## config.mk

```make
export PLATFORM = sky130hd
export DESIGN_NAME = ffmul_result_drain_flat
export DESIGN_NICKNAME = d
export VERILOG_FILES = /design/src/rtl/ffmul_result_drain_if.sv /design/src/rtl/ffmul_result_drain.sv /design/src/flat_wrapper.sv
export SDC_FILE = /design/constraint.sdc
export NUM_CORES = 1
export LEC_CHECK = 0
export BUFFER_PORTS_ARGS = -buffer_cell sky130_fd_sc_hd__buf_2
export CAP_MARGIN = 20
export CORE_ASPECT_RATIO = 1.75
export CORE_UTILIZATION = 29
export CTS_BUF_LIST = sky130_fd_sc_hd__clkbuf_8
export CTS_CLUSTER_DIAMETER = 60
export DETAILED_ROUTE_END_ITERATION = 8
export MAX_ROUTING_LAYER = met4
export PLACE_DENSITY = 0.57
export SYNTH_ARGS = -nofsm -noshare
export SYNTH_HDL_FRONTEND = slang
export SYNTH_SLANG_ARGS = --single-unit
```

## constraint.sdc

```tcl
create_clock -name clk -period 4.4 [get_ports clk]
set_clock_uncertainty 0.05 [all_clocks]
set_input_delay 0.66 -clock clk [delete_from_list [all_inputs] [get_ports clk]]
set_output_delay 0.66 -clock clk [all_outputs]
set_load 0.02 [all_outputs]
```

## src/rtl/ffmul_result_drain_if.sv

```systemverilog
// rtl/ffmul_result_drain_if.sv - product capture and word-drain handshake bundle
interface ffmul_result_drain_if #(
  parameter int WIDTH = 409,
  parameter int XLEN  = 32
);
  logic             res_valid_i;
  logic             res_ready_o;
  logic [1:0]       res_op_i;
  logic [WIDTH-1:0] res_data_i;
  logic             flush_i;
  logic             out_valid_o;
  logic             out_ready_i;
  logic [XLEN-1:0]  out_data_o;
  logic [3:0]       out_idx_o;
  logic             out_last_o;
  logic             busy_o;

  modport slave (
    input  res_valid_i, res_op_i, res_data_i, flush_i, out_ready_i,
    output res_ready_o, out_valid_o, out_data_o, out_idx_o, out_last_o, busy_o
  );

  modport master (
    output res_valid_i, res_op_i, res_data_i, flush_i, out_ready_i,
    input  res_ready_o, out_valid_o, out_data_o, out_idx_o, out_last_o, busy_o
  );
endinterface

```

## src/rtl/ffmul_result_drain.sv

```systemverilog
// rtl/ffmul_result_drain.sv - drains a finite-field product as LSW-first 32-bit words
module ffmul_result_drain #(
  parameter int WIDTH = 409,
  parameter int XLEN  = 32
) (
  input  logic                clk,
  input  logic                rst_l,
  ffmul_result_drain_if.slave bus
);
  localparam int NWORDS = (WIDTH + XLEN - 1) / XLEN;
  localparam int PADW   = NWORDS * XLEN;

  typedef enum logic {IDLE, DRAIN} state_t;

  state_t           state_q, state_d;
  logic [WIDTH-1:0] buf_q, buf_d;
  logic [1:0]       op_q, op_d;
  logic [3:0]       idx_q, idx_d;

  logic [PADW-1:0]  padded;
  logic [WIDTH-1:0] cap_mask;
  logic             last_word;
  logic             beat;
  logic             res_ready;
  logic             capture;

  function automatic int field_bits(input logic [1:0] op);
    case (op)
      2'b00:   return 409;
      2'b01:   return 233;
      2'b10:   return 193;
      default: return 113;
    endcase
  endfunction

  function automatic logic [3:0] word_count(input logic [1:0] op);
    case (op)
      2'b00:   return 4'd13;
      2'b01:   return 4'd8;
      2'b10:   return 4'd7;
      default: return 4'd4;
    endcase
  endfunction

  // Masking at capture keeps the buffer clean, so the final word needs no extra gating.
  assign cap_mask  = {WIDTH{1'b1}} >> (WIDTH - field_bits(bus.res_op_i));
  assign padded    = {{(PADW - WIDTH){1'b0}}, buf_q};
  assign last_word = (state_q == DRAIN) && (idx_q == word_count(op_q) - 4'd1);
  assign beat      = (state_q == DRAIN) && bus.out_ready_i;
  assign res_ready = !bus.flush_i &&
                     ((state_q == IDLE) || (last_word && bus.out_ready_i));
  assign capture   = bus.res_valid_i && res_ready;

  always_comb begin
    state_d = state_q;
    buf_d   = buf_q;
    op_d    = op_q;
    idx_d   = idx_q;
    if (bus.flush_i) begin
      state_d = IDLE;
      buf_d   = '0;
      idx_d   = 4'd0;
    end else if (capture) begin
      state_d = DRAIN;
      buf_d   = bus.res_data_i & cap_mask;
      op_d    = bus.res_op_i;
      idx_d   = 4'd0;
    end else if (beat) begin
      if (last_word) begin
        state_d = IDLE;
        idx_d   = 4'd0;
      end else begin
        idx_d   = idx_q + 4'd1;
      end
    end
  end

  always_ff @(posedge clk or negedge rst_l) begin
    if (!rst_l) begin
      state_q <= IDLE;
      buf_q   <= '0;
      op_q    <= 2'b00;
      idx_q   <= 4'd0;
    end else begin
      state_q <= state_d;
      buf_q   <= buf_d;
      op_q    <= op_d;
      idx_q   <= idx_d;
    end
  end

  assign bus.res_ready_o = res_ready;
  assign bus.out_valid_o = (state_q == DRAIN);
  assign bus.out_data_o  = (state_q == DRAIN) ? padded[int'(idx_q) * XLEN +: XLEN] : '0;
  assign bus.out_idx_o   = idx_q;
  assign bus.out_last_o  = last_word;
  assign bus.busy_o      = (state_q != IDLE);
endmodule

```

## src/flat_wrapper.sv

```systemverilog
// flat-port wrapper written by rule: the top's interface ports become plain ports
module ffmul_result_drain_flat 
#(
  parameter int WIDTH = 409,
  parameter int XLEN  = 32
)
  (clk, rst_l, bus_res_valid_i, bus_res_op_i, bus_res_data_i, bus_flush_i, bus_out_ready_i, bus_res_ready_o, bus_out_valid_o, bus_out_data_o, bus_out_idx_o, bus_out_last_o, bus_busy_o);
  ffmul_result_drain_if #(.WIDTH(WIDTH), .XLEN(XLEN)) bus_i ();
  input  logic clk;
  input  logic rst_l;
  input wire logic [$bits(bus_i.res_valid_i)-1:0] bus_res_valid_i;
  input wire logic [$bits(bus_i.res_op_i)-1:0] bus_res_op_i;
  input wire logic [$bits(bus_i.res_data_i)-1:0] bus_res_data_i;
  input wire logic [$bits(bus_i.flush_i)-1:0] bus_flush_i;
  input wire logic [$bits(bus_i.out_ready_i)-1:0] bus_out_ready_i;
  output wire logic [$bits(bus_i.res_ready_o)-1:0] bus_res_ready_o;
  output wire logic [$bits(bus_i.out_valid_o)-1:0] bus_out_valid_o;
  output wire logic [$bits(bus_i.out_data_o)-1:0] bus_out_data_o;
  output wire logic [$bits(bus_i.out_idx_o)-1:0] bus_out_idx_o;
  output wire logic [$bits(bus_i.out_last_o)-1:0] bus_out_last_o;
  output wire logic [$bits(bus_i.busy_o)-1:0] bus_busy_o;
  assign bus_i.res_valid_i = bus_res_valid_i;
  assign bus_i.res_op_i = bus_res_op_i;
  assign bus_i.res_data_i = bus_res_data_i;
  assign bus_i.flush_i = bus_flush_i;
  assign bus_i.out_ready_i = bus_out_ready_i;
  assign bus_res_ready_o = bus_i.res_ready_o;
  assign bus_out_valid_o = bus_i.out_valid_o;
  assign bus_out_data_o = bus_i.out_data_o;
  assign bus_out_idx_o = bus_i.out_idx_o;
  assign bus_out_last_o = bus_i.out_last_o;
  assign bus_busy_o = bus_i.busy_o;
  ffmul_result_drain #(.WIDTH(WIDTH), .XLEN(XLEN)) u_core (.clk(clk), .rst_l(rst_l), .bus(bus_i));
endmodule
```

==> summary.md, run 1 <==
| Metric | Value |
|---|---|
| Status | `completed` |
| Final setup TNS | `0 ns` |
| Synthesized Nets | `1655` |
| Period utilisation layout | `0.931` |
| Crit path max-delay cell type | `dfrtp_4` |
| Area after DPL | `0.0212 mm²` |
| Yosys cell types | `41` |
| FF/Latch Area | `0.0104 mm²` |
| WL per Instance | `25.3 µm` |
| Post-CTS setup buffers | `0` |
| 1st-iter DRT viols | `913` |
| Final setup violating endpoints | `0` |
| Layout cells sized above 1 | `0.412` |
| Pwr dens | `372 mW/mm²` |
| Post-layout util | `0.369` |
| Fmax | `244 MHz` |
| Total congestion overflow | `0` |
| Post-Syn Area | `0.0180 mm²` |
| Crit. End Element | `primary output` |
| Io pins | `456` |
| Synthesized flop and latch total | `416` |
| Fraction of the mapped netlist area in adder cells | `0.00278` |
| Reg2reg path depth | `7` |
| Startpoint types | `flop` |
| Max clock buf depth | `3` |
| Avg Inst Size Synth | `14.6 µm²` |
| Buffers plus inverters on the worst setup path | `2` |
| Largest family of logic cells by synthesized area | `compound AO/OA/AOI/OAI gates` |
| Part of the power in registers | `0.486` |
| Height of the die | `~330 µm` |
| Final instance area | `about 0.023 mm²` |
| DRT antenna net count | `0` |
| # hold bufs at CTS | `0` |
| Sw Pwr | `2.23 mW` |
| Max Cap Violations | `0` |
| Worst Setup Path Type | `flop to primary output` |
| Nets | `2083` |
| Worst VDD drop | `~0.25 mV` |
| Simple-gate area share of the yosys netlist | `0.0201` |
| Worst R2R Setup Slack | `1.07 ns` |
| Clock Latency Late Sink | `0.64 ns` |
| Initial antenna violation count | `26` |
| Most frequent CP cell | `nor2_1` |
| FILL cells | `5983` |
| Max Slew Vio Count | `0` |
| Final Hold Viols | `0` |
| Via count | `13600` |
| Crit path max-delay family | `multiplexers` |
| Root Buffer Master | `clkbuf_8` |
| Area of the multi-input gates | `0.00701 mm²` |
| XOR/XNOR share of the synthesized area | `0.000486` |
| Area Growth Syn to Fin | `25.4%` |
| Post-route DRC | `0` |
| Post-synthesis mux area share | `0.139` |
| Power Internal | `6.19 mW` |
| DR pass1 iterations | `5` |
| Arrival time at the worst endpoint | `3.39 ns` |
| Total GRT Usage | `0.208` |
| Die area | `~0.063 mm²` |
| Worst min-delay path category | `primary input to async pin` |
| Tmin final | `4.10 ns` |
| GPL Wtd Cong | `0.858` |
| Data required time of the critical path | `3.69 ns` |
| Highest cell delay on the worst timing path | `0.83 ns` |
| Largest net degree at the start of global routing | `137` |
| Clock power share | `0.414` |
| Synth Area in Compound Gates | `0.223` |
| Synth Instances | `roughly 1200` |
| Reg-to-reg startpoint | `u_core.bus.out_idx_o[0]$_DFFE_PN0P_` |
| Clock net sink count | `416` |
| Vias per inst | `approximately 5.4` |
| Clk pin slew, worst setup/hold paths | `about 0.07 ns` |
| # resized after CTS | `0` |
| Leak Pwr | `10.8 nW` |
| Comb pwr share | `0.101` |
| Pin slew with the least headroom to its limit | `0.942 ns` |
| Number of global-route vias before repair | `approximately 15000` |
| Die W | `190 µm` |
| I/O Buffers | `455` |
| # rows | `120` |
| Yosys warnings | `0` |
| TritonCTS clock tree | `yes` |
| Worst r2r dst | `u_core.buf_q[207]$_DFFE_PN0P_` |
| Core area | `0.0613 mm²` |
| Estimated wirelength of the detail-placed design | `roughly 44000 µm` |
| CP max FO | `27` |
| Total power | `8.41 mW` |
| First-pass GRT wire length | `roughly 95000 µm` |
| Post-synthesis sequential area ratio | `0.578` |
| Initial Util | `0.294` |
| RSZ-0062 raised after global routing | `no` |
| Number of H-tree levels | `3` |
| CP cell instances | `buf_4 -> mux4_2 -> mux2i_1 -> nor2_1 -> a221oi_1 -> nor2_1 -> buf_2` |
| Slew margin rel. | `0.371` |
| Wirelength, routed | `between 60000 and 70000 µm` |
| Switching power share of the total | `0.264` |
| CTS Buf Count | `68` |
## per-layer routing
| metal | vias to the layer above | routed length (µm) | track usage |
|---|---|---|---|
| li1 | 5811 | - | - |
| met1 | 7106 | 28000 | 0.275 |
| met2 | 578 | 30000 | 0.314 |
| met3 | 100 | 3790 | 0.0384 |
| met4 | 0 | 1990 | 0.0846 |
| met5 | - | 0 | - |
## how the worst max path moves through the flow
stage	from	to	cells after the start
floorplan	u_core.bus.out_idx_o[0]$_DFFE_PN0P_	bus_out_data_o[10]	6
global placement	u_core.bus.out_idx_o[0]$_DFFE_PN0P_	bus_out_data_o[23]	6
detailed placement	u_core.bus.out_idx_o[0]$_DFFE_PN0P_	bus_out_data_o[23]	6
CTS	u_core.bus.out_idx_o[0]$_DFFE_PN0P_	bus_out_data_o[23]	6
global route	u_core.bus.out_idx_o[0]$_DFFE_PN0P_	bus_out_data_o[23]	6
finish	u_core.bus.out_idx_o[0]$_DFFE_PN0P_	bus_out_data_o[23]	7
## worst register-to-register path: cells and delay by family, from the launching register on
kind | cells | cell delay (ns)
AOI/OAI and AO/OA | 4 | 1.46
DFF | 1 | 0.72
buffers and inverters | 2 | 0.63
and+or+nand+nor | 1 | 0.41
## sequential cells by signal, summed over array words and instances (netlist names)
signal,cells
u_core.buf_q,409
u_core.bus.busy_o,1
u_core.bus.out_idx_o,4
u_core.op_q,2
## cells by family (layout without fill, tap and decap cells)
logic type | count (synthesis) | after routing
AOI/OAI and AO/OA | 459 | 459
muxes | 130 | 130
DFF | 416 | 416
other | 0 | 20
adders and majority gates | 4 | 4
and+or+nand+nor | 82 | 82
xor gates and xnor gates | 1 | 1
buffers and inverters | 143 | 618
## power groups by stage
stage / sequential, mW / combinational (mW) / clock (mW)
after floorplan: 4.10 / 0.426 / 0
after global placement: 4.15 / 0.847 / 0
after detailed placement: 4.15 / 0.859 / 0
after CTS: 4.09 / 0.863 / 3.60
after global routing: 4.10 / 0.923 / 3.75
final: 4.09 / 0.847 / 3.48
## synth_stat cells
master / n / area, µm²
inv_1: 11 / 41.3
nand2b_1: 2 / 12.5
nor3b_1: 2 / 15.0
mux2_2: 2 / 22.5
mux4_2: 96 / 2160
buf_2: 81 / 405
a21oi_1: 5 / 25.0
clkinv_1: 1 / 3.75
dfrtp_1: 416 / 10400
buf_1: 4 / 15.0
nand2_1: 6 / 22.5
and4b_1: 1 / 10.0
clkbuf_2: 1 / 5.00
a2bb2o_2: 1 / 11.3
a221oi_1: 25 / 219
clkbuf_1: 37 / 139
xor2_1: 1 / 8.76
o22a_1: 7 / 61.3
a221oi_2: 1 / 15.0
nor3_1: 1 / 5.00
buf_4: 8 / 60.1
and3b_1: 1 / 8.76
mux2i_1: 32 / 320
a2111oi_2: 1 / 15.0
a211oi_2: 2 / 25.0
a21boi_0: 3 / 22.5
nor2_1: 60 / 225
nor4_1: 1 / 6.26
ha_1: 4 / 50.1
o21a_1: 1 / 7.51
nand3_1: 1 / 5.00
nand4_1: 1 / 6.26
nor4bb_1: 1 / 10.0
nor2b_1: 2 / 12.5
o21ai_2: 1 / 8.76
o211a_1: 1 / 10.0
a22o_1: 409 / 3580
o21ai_0: 1 / 5.00
or3b_1: 2 / 17.5
a31oi_1: 1 / 6.26
and2_1: 1 / 6.26
## placed cells by master (no fill, tap or decap), types with 4 or more instances in the layout
| master | count |
|---|---|
| mux2i_1 | 32 |
| nand2_1 | 6 |
| a221oi_1 | 25 |
| a21oi_1 | 5 |
| buf_4 | 20 |
| dfrtp_1 | 412 |
| clkinv_2 | 9 |
| o22a_1 | 7 |
| clkinvlp_4 | 6 |
| buf_12 | 14 |
| inv_1 | 25 |
| clkbuf_8 | 86 |
| a22o_1 | 409 |
| diode_2 | 20 |
| buf_2 | 454 |
| ha_1 | 4 |
| mux4_2 | 96 |
| nor2_1 | 60 |
## stage by stage
stage               hold WS, ns  std cells  setup slack [ns]
floorplan                 0.314       1235              1.48
global placement          0.428       2386             0.892
detailed placement        0.429       2386             0.876
CTS                     0.00749       2503             0.145
global route             0.0522       2521            0.0724
finish                  0.00524       2523             0.301
## layout make-up
| type | count | share of cell area |
|---|---|---|
| clock buffer | 86 | 0.0524 |
| sequential | 416 | 0.461 |
| antenna | 20 | 0.00221 |
| tap | 793 | 0.0439 |
| inverter | 12 | 0.00199 |
| timing repair buffer | 489 | 0.120 |
| multi-input combinational | 676 | 0.310 |
| clock inverter | 31 | 0.00803 |
Note: power is estimated with default switching activity, not from simulation.
==> run 2: changes to the inputs <==
--- a/config.mk
+++ b/config.mk
@@ -7,13 +7,15 @@
 export LEC_CHECK = 0
 export BUFFER_PORTS_ARGS = -buffer_cell sky130_fd_sc_hd__buf_2
 export CAP_MARGIN = 20
+export CELL_PAD_IN_SITES_DETAIL_PLACEMENT = 1
+export CELL_PAD_IN_SITES_GLOBAL_PLACEMENT = 2
 export CORE_ASPECT_RATIO = 1.75
 export CORE_UTILIZATION = 29
 export CTS_BUF_LIST = sky130_fd_sc_hd__clkbuf_8
-export CTS_CLUSTER_DIAMETER = 60
+export CTS_CLUSTER_DIAMETER = 100
 export DETAILED_ROUTE_END_ITERATION = 8
 export MAX_ROUTING_LAYER = met4
-export PLACE_DENSITY = 0.57
+export PLACE_DENSITY = 0.74
 export SYNTH_ARGS = -nofsm -noshare
 export SYNTH_HDL_FRONTEND = slang
 export SYNTH_SLANG_ARGS = --single-unit
==> run 2 against run 1 <==
Via count rose by 1.2%. First-iteration DRC count fell by 11%. Clock-buffer cell count did not move. Setup slack improved by 0.026 ns. Power rose by 1.4%. Sequential power barely moved. Critical endpoint is now bus_out_data_o[10]. Largest cell class unchanged.
==> summary.md, run 2 (synthesis results as in run 1) <==
| Metric | Value |
|---|---|
| Post-route DRC | `0` |
| Final Hold Viols | `0` |
| Layout cells sized above 1 | `0.407` |
| Crit. End Element | `primary output` |
| Number of global-route vias before repair | `15000` |
| Largest net degree at the start of global routing | `153` |
| Worst R2R Setup Slack | `around 1.2 ns` |
| Die area | `0.0632 mm²` |
| Max clock buf depth | `3` |
| DR pass1 iterations | `5` |
| Wirelength, routed | `approximately 67000 µm` |
| Initial Util | `0.294` |
| Sw Pwr | `about 2.3 mW` |
| Worst Setup Path Type | `flop to primary output` |
| I/O Buffers | `455` |
| Power Internal | `6.26 mW` |
| Post-layout util | `0.370` |
| Tmin final | `4.07 ns` |
| Most common cell after layout, fill and taps aside | `buf_2` |
| Pin slew with the least headroom to its limit | `0.904 ns` |
| CTS Buf Count | `72` |
| Initial antenna violation count | `37` |
| Area Growth Syn to Fin | `25.7%` |
| Part of the power in registers | `0.479` |
| Height of the die | `332 µm` |
| Vias per inst | `about 5.4` |
| RSZ-0062 raised after global routing | `no` |
| Largest register by flop count | `u_core.buf_q` |
| Final setup TNS | `0 ns` |
| DRT antenna net count | `0` |
| Io pins | `456` |
| Die W | `190 µm` |
| # rows | `120` |
| Worst r2r dst | `u_core.buf_q[396]$_DFFE_PN0P_` |
| Estimated wirelength of the detail-placed design | `46800 µm` |
| Startpoint types | `flop` |
| Via count | `13800` |
| WL per Instance | `26.4 µm` |
| Flip-flop count of the largest register after layout | `409` |
| Reg2reg path depth | `6` |
| Number of H-tree levels | `3` |
| CP max FO | `30` |
| Max Cap Violations | `0` |
| Dpl ws | `1.06 ns` |
| Worst min-delay path category | `primary input to flop` |
| Final setup violating endpoints | `0` |
| Post-CTS setup buffers | `0` |
| Nets | `2086` |
| Final WS setup | `0.327 ns` |
| Clock net sink count | `roughly 420` |
| Hold_sp | `bus_res_data_i[235]` |
| Hold EP | `u_core.buf_q[235]$_DFFE_PN0P_` |
| Switching power share of the total | `0.267` |
| First-pass GRT wire length | `99000 µm` |
| Status | `completed` |
| GPL Wtd Cong | `0.855` |
| Comb pwr share | `0.100` |
| TritonCTS clock tree | `yes` |
| Clock Latency Late Sink | `0.66 ns` |
| Area after DPL | `0.0212 mm²` |
| Leak Pwr | `10.8 nW` |
| Worst VDD drop | `0.218 mV` |
| Most frequent cells in the layout | `454 x buf_2, 412 x dfrtp_1, 409 x a22o_1, 96 x mux4_2, 86 x clkbuf_8` |
| Total congestion overflow | `0` |
| Pwr dens | `377 mW/mm²` |
| Arrival time at the worst endpoint | `3.36 ns` |
| Root Buffer Master | `clkbuf_8` |
| Period utilisation layout | `0.926` |
| Reg-to-reg startpoint | `u_core.bus.out_idx_o[2]$_DFFE_PN0P_` |
| Fmax | `~250 MHz` |
| # resized after CTS | `0` |
| Clock power share | `0.420` |
| WHS Path Cells | `2` |
| Final instance area | `approximately 0.023 mm²` |
| 1st-iter DRT viols | `810` |
| Max Slew Vio Count | `0` |
| Clk pin slew, worst setup/hold paths | `0.07 ns` |
| Data required time of the critical path | `3.69 ns` |
| Total GRT Usage | `0.219` |
| Slew margin rel. | `0.398` |
| Core area | `slightly above 0.06 mm²` |
| Min Hold Slack | `0.158 ns` |
-- run 2: stage by stage --
step,total power [mW],instances
after global placement,4.99,2384
after global routing,8.90,2537
after detailed placement,5.02,2384
after CTS,8.69,2512
after floorplan,4.53,1235
final,8.53,2538
-- run 2: worst max-delay path, stage by stage (launching register included) --
cell,delay [ns]
dfrtp_4,0.84
buf_12,0.34
mux4_2,0.57
mux2i_1,0.19
nor2_1,0.09
a221oi_1,0.32
nor2_1,0.11
buf_2,0.18
-- run 2: worst max path at each step --
stage	startpoint	endpoint	slack [ns]	cells after the start
global placement	u_core.bus.out_idx_o[0]$_DFFE_PN0P_	bus_out_data_o[14]	1.06	7
finish	u_core.bus.out_idx_o[0]$_DFFE_PN0P_	bus_out_data_o[10]	0.33	7
CTS	u_core.bus.out_idx_o[0]$_DFFE_PN0P_	bus_out_data_o[10]	0.23	7
global route	u_core.bus.out_idx_o[0]$_DFFE_PN0P_	bus_out_data_o[10]	0.12	7
detailed placement	u_core.bus.out_idx_o[0]$_DFFE_PN0P_	bus_out_data_o[10]	1.06	7
floorplan	u_core.bus.out_idx_o[0]$_DFFE_PN0P_	bus_out_data_o[10]	1.48	6
-- run 2: timing repair --
item | 4_1_cts | 5_1_grt
hold buffers | 1 | 0
hold endpoints to repair | 72 | 0
endpoints found under the setup margin | 0 | 0
-- run 2: cell type report --
type / count / area, µm²
inverters: 12 / 45.0
fillers: 6634 / 38600
repair buffers: 488 / 2700
clock inverters: 41 / 231
well taps: 793 / 992
diodes: 26 / 65.1
flip-flops and latches: 416 / 10400
multi-input cells: 676 / 7010
clock buffers: 86 / 1180
-- run 2: metal layers --
layer  wire length, µm  track usage  up-vias
met5                 0            -        -
met4              2320        0.104        0
met3              4200       0.0432      126
met2             32600        0.338      559
met1             27700        0.276     7257
li1                  -            -     5818
-- run 2: power groups by stage --
stage	logic, mW	clock network (mW)	registers [mW]
after detailed placement	0.868	0	4.15
after global placement	0.846	0	4.14
after floorplan	0.426	0	4.10
final	0.857	3.59	4.09
after CTS	0.872	3.74	4.08
after global routing	0.930	3.86	4.10
==> run 3: changes to the inputs <==
--- a/config.mk
+++ b/config.mk
@@ -10,12 +10,12 @@
 export CELL_PAD_IN_SITES_DETAIL_PLACEMENT = 1
 export CELL_PAD_IN_SITES_GLOBAL_PLACEMENT = 2
 export CORE_ASPECT_RATIO = 1.75
-export CORE_UTILIZATION = 29
+export CORE_UTILIZATION = 40
 export CTS_BUF_LIST = sky130_fd_sc_hd__clkbuf_8
 export CTS_CLUSTER_DIAMETER = 100
 export DETAILED_ROUTE_END_ITERATION = 8
 export MAX_ROUTING_LAYER = met4
-export PLACE_DENSITY = 0.74
+export PLACE_DENSITY = 0.95
 export SYNTH_ARGS = -nofsm -noshare
 export SYNTH_HDL_FRONTEND = slang
 export SYNTH_SLANG_ARGS = --single-unit
==> run 3 against run 2 <==
Worst hold slack got worse by 0.056 ns. Power down 4.2%. Largest power group unchanged. Critical endpoint is now bus_out_data_o[15]. Die area down 27%. Sequential share of layout area increased by 0.76 points. Critical path type unchanged. First-iteration DRC count grew 21%. Cell count fell by 8.6%. Critical path depth stayed put. Sequential power about the same. Sequential cell count stayed put. Clock power decreased by 10%.
==> summary.md, run 3 (synthesis results as in run 1) <==
| Metric | Value |
|---|---|
| TritonCTS clock tree | `yes` |
| DRT antenna net count | `0` |
| Final instance area | `0.0223 mm²` |
| CP cell instances | `buf_12 -> mux4_2 -> mux2i_1 -> nor2_1 -> a221oi_1 -> nor2_1 -> buf_2` |
| Layout cells sized above 1 | `0.405` |
| Worst r2r dst | `u_core.buf_q[183]$_DFFE_PN0P_` |
| Height of the die | `roughly 280 µm` |
| Most common cell after layout, fill and taps aside | `buf_2` |
| Final Hold Viols | `0` |
| Die area | `0.0459 mm²` |
| Die W | `around 160 µm` |
| Total GRT Usage | `0.276` |
| Worst VDD drop | `between 0.2 and 0.25 mV` |
| Most frequent CP cell | `nor2_1` |
| Dpl ws | `1.00 ns` |
| Final setup violating endpoints | `0` |
| Total power | `8.17 mW` |
| Max Cap Violations | `0` |
| Crit path max-delay family | `flip-flops` |
| Pin slew with the least headroom to its limit | `0.983 ns` |
| GPL Wtd Cong | `0.912` |
| Max Slew Vio Count | `0` |
| Status | `completed` |
| Clock net sink count | `416` |
| Tmin final | `just over 4 ns` |
| Area after DPL | `0.0209 mm²` |
| Leak Pwr | `approximately 11 nW` |
| Period utilisation layout | `0.916` |
| DR pass1 iterations | `5` |
| WL per Instance | `26.7 µm` |
| Data required time of the critical path | `approximately 3.7 ns` |
| Nets | `2075` |
| Core area | `0.0443 mm²` |
| Reg-to-reg startpoint | `u_core.bus.out_idx_o[0]$_DFFE_PN0P_` |
| 1st-iter DRT viols | `984` |
| Estimated wirelength of the detail-placed design | `43300 µm` |
| Number of H-tree levels | `2` |
| Post-CTS setup buffers | `0` |
| Initial antenna violation count | `46` |
| Flip-flop count of the largest register after layout | `409` |
| Area Growth Syn to Fin | `23.6%` |
| Slew margin rel. | `0.345` |
| Worst R2R Setup Slack | `1.11 ns` |
| Initial Util | `0.407` |
| Crit path max-delay cell type | `dfrtp_4` |
| Max clock buf depth | `3` |
| Total congestion overflow | `0` |
| Io pins | `456` |
| Root Buffer Master | `clkbuf_8` |
| Vias per inst | `5.94` |
| Largest net degree at the start of global routing | `135` |
| Pwr dens | `367 mW/mm²` |
| Crit. End Element | `primary output` |
| Number of global-route vias before repair | `approximately 15000` |
| Via count | `about 14000` |
| # resized after CTS | `0` |
| Fmax | `248 MHz` |
| Buffers plus inverters on the worst setup path | `2` |
| Post-route DRC | `0` |
| Final WS setup | `0.371 ns` |
| First-pass GRT wire length | `about 92000 µm` |
| Highest cell delay on the worst timing path | `0.90 ns` |
| Final setup TNS | `0 ns` |
| I/O Buffers | `455` |
| # rows | `roughly 100` |
| Worst min-delay path category | `primary input to async pin` |
| Largest register by flop count | `u_core.buf_q` |
| CP max FO | `33` |
| Arrival time at the worst endpoint | `3.32 ns` |
| Reg2reg path depth | `6` |
| Wirelength, routed | `~62000 µm` |
| Clock Latency Late Sink | `0.63 ns` |
| Critical Path Start | `u_core.bus.out_idx_o[0]$_DFFE_PN0P_` |
| CTS Buf Count | `61` |
| Most frequent cells in the layout | `454 x buf_2, 412 x dfrtp_1, 409 x a22o_1, 96 x mux4_2, 82 x clkbuf_8` |
| Worst Setup Path Type | `flop to primary output` |
| # hold bufs at CTS | `0` |
| FILL cells | `4597` |
| Startpoint types | `flop` |
| RSZ-0062 raised after global routing | `no` |
| Clk pin slew, worst setup/hold paths | `0.07 ns` |
==> run 3: cell types whose count changed in the layout (fill, tap and decap cells not counted), sizes merged <==
cell and delta:
clkinv -6, clkinvlp -3, bufinv -1, buf +1, inv -7, diode +23, dlygate4sd3 -1, clkbuf -4
==> run 3: per-stage QoR <==
step / std cells / utilization / hold WS [ns]
after floorplan: 1235 / - / 0.314
after global placement: 2164 / 0.472 / 0.427
after detailed placement: 2164 / 0.472 / 0.429
after CTS: 2270 / 0.500 / 0.100
after global routing: 2317 / 0.503 / 0.150
final: 2319 / 0.503 / 0.102
==> run 3: routing by layer <==
| metal | wire length [µm] | share of wire | track usage |
|---|---|---|---|
| met5 | 0 | 0 | - |
| met4 | 3220 | 0.052 | 0.157 |
| met3 | 2960 | 0.048 | 0.0345 |
| met1 | 24600 | 0.40 | 0.351 |
| met2 | 31200 | 0.50 | 0.428 |
==> run 3: report_power, final <==
group / internal [mW] / switching, mW / total [mW]
logic: 0.389 / 0.453 / 0.842
registers: 3.98 / 0.119 / 4.10
clock network: 1.71 / 1.52 / 3.23
total: 6.08 / 2.09 / 8.17
==> run 3: how the worst max path moves through the flow <==
stage,end,slack [ns],cells after the start
2_1_floorplan,bus_out_data_o[10],1.48,6
3_3_place_gp,bus_out_data_o[23],1.01,7
3_5_place_dp,bus_out_data_o[23],1.00,7
4_1_cts,bus_out_data_o[23],0.30,7
5_1_grt,bus_out_data_o[23],0.13,7
6_report,bus_out_data_o[15],0.37,7
==> run 3: layout make-up <==
cell class,instances,area [µm²],share of cell area
flip-flops and latches,416,10400,0.468
multi-input cells,676,7000,0.314
repair buffers,488,2700,0.121
clock buffers,82,1130,0.0507
well taps,572,716,0.0321
clock inverters,24,143,0.00640
diodes,49,123,0.00550
inverters,12,45.0,0.00202
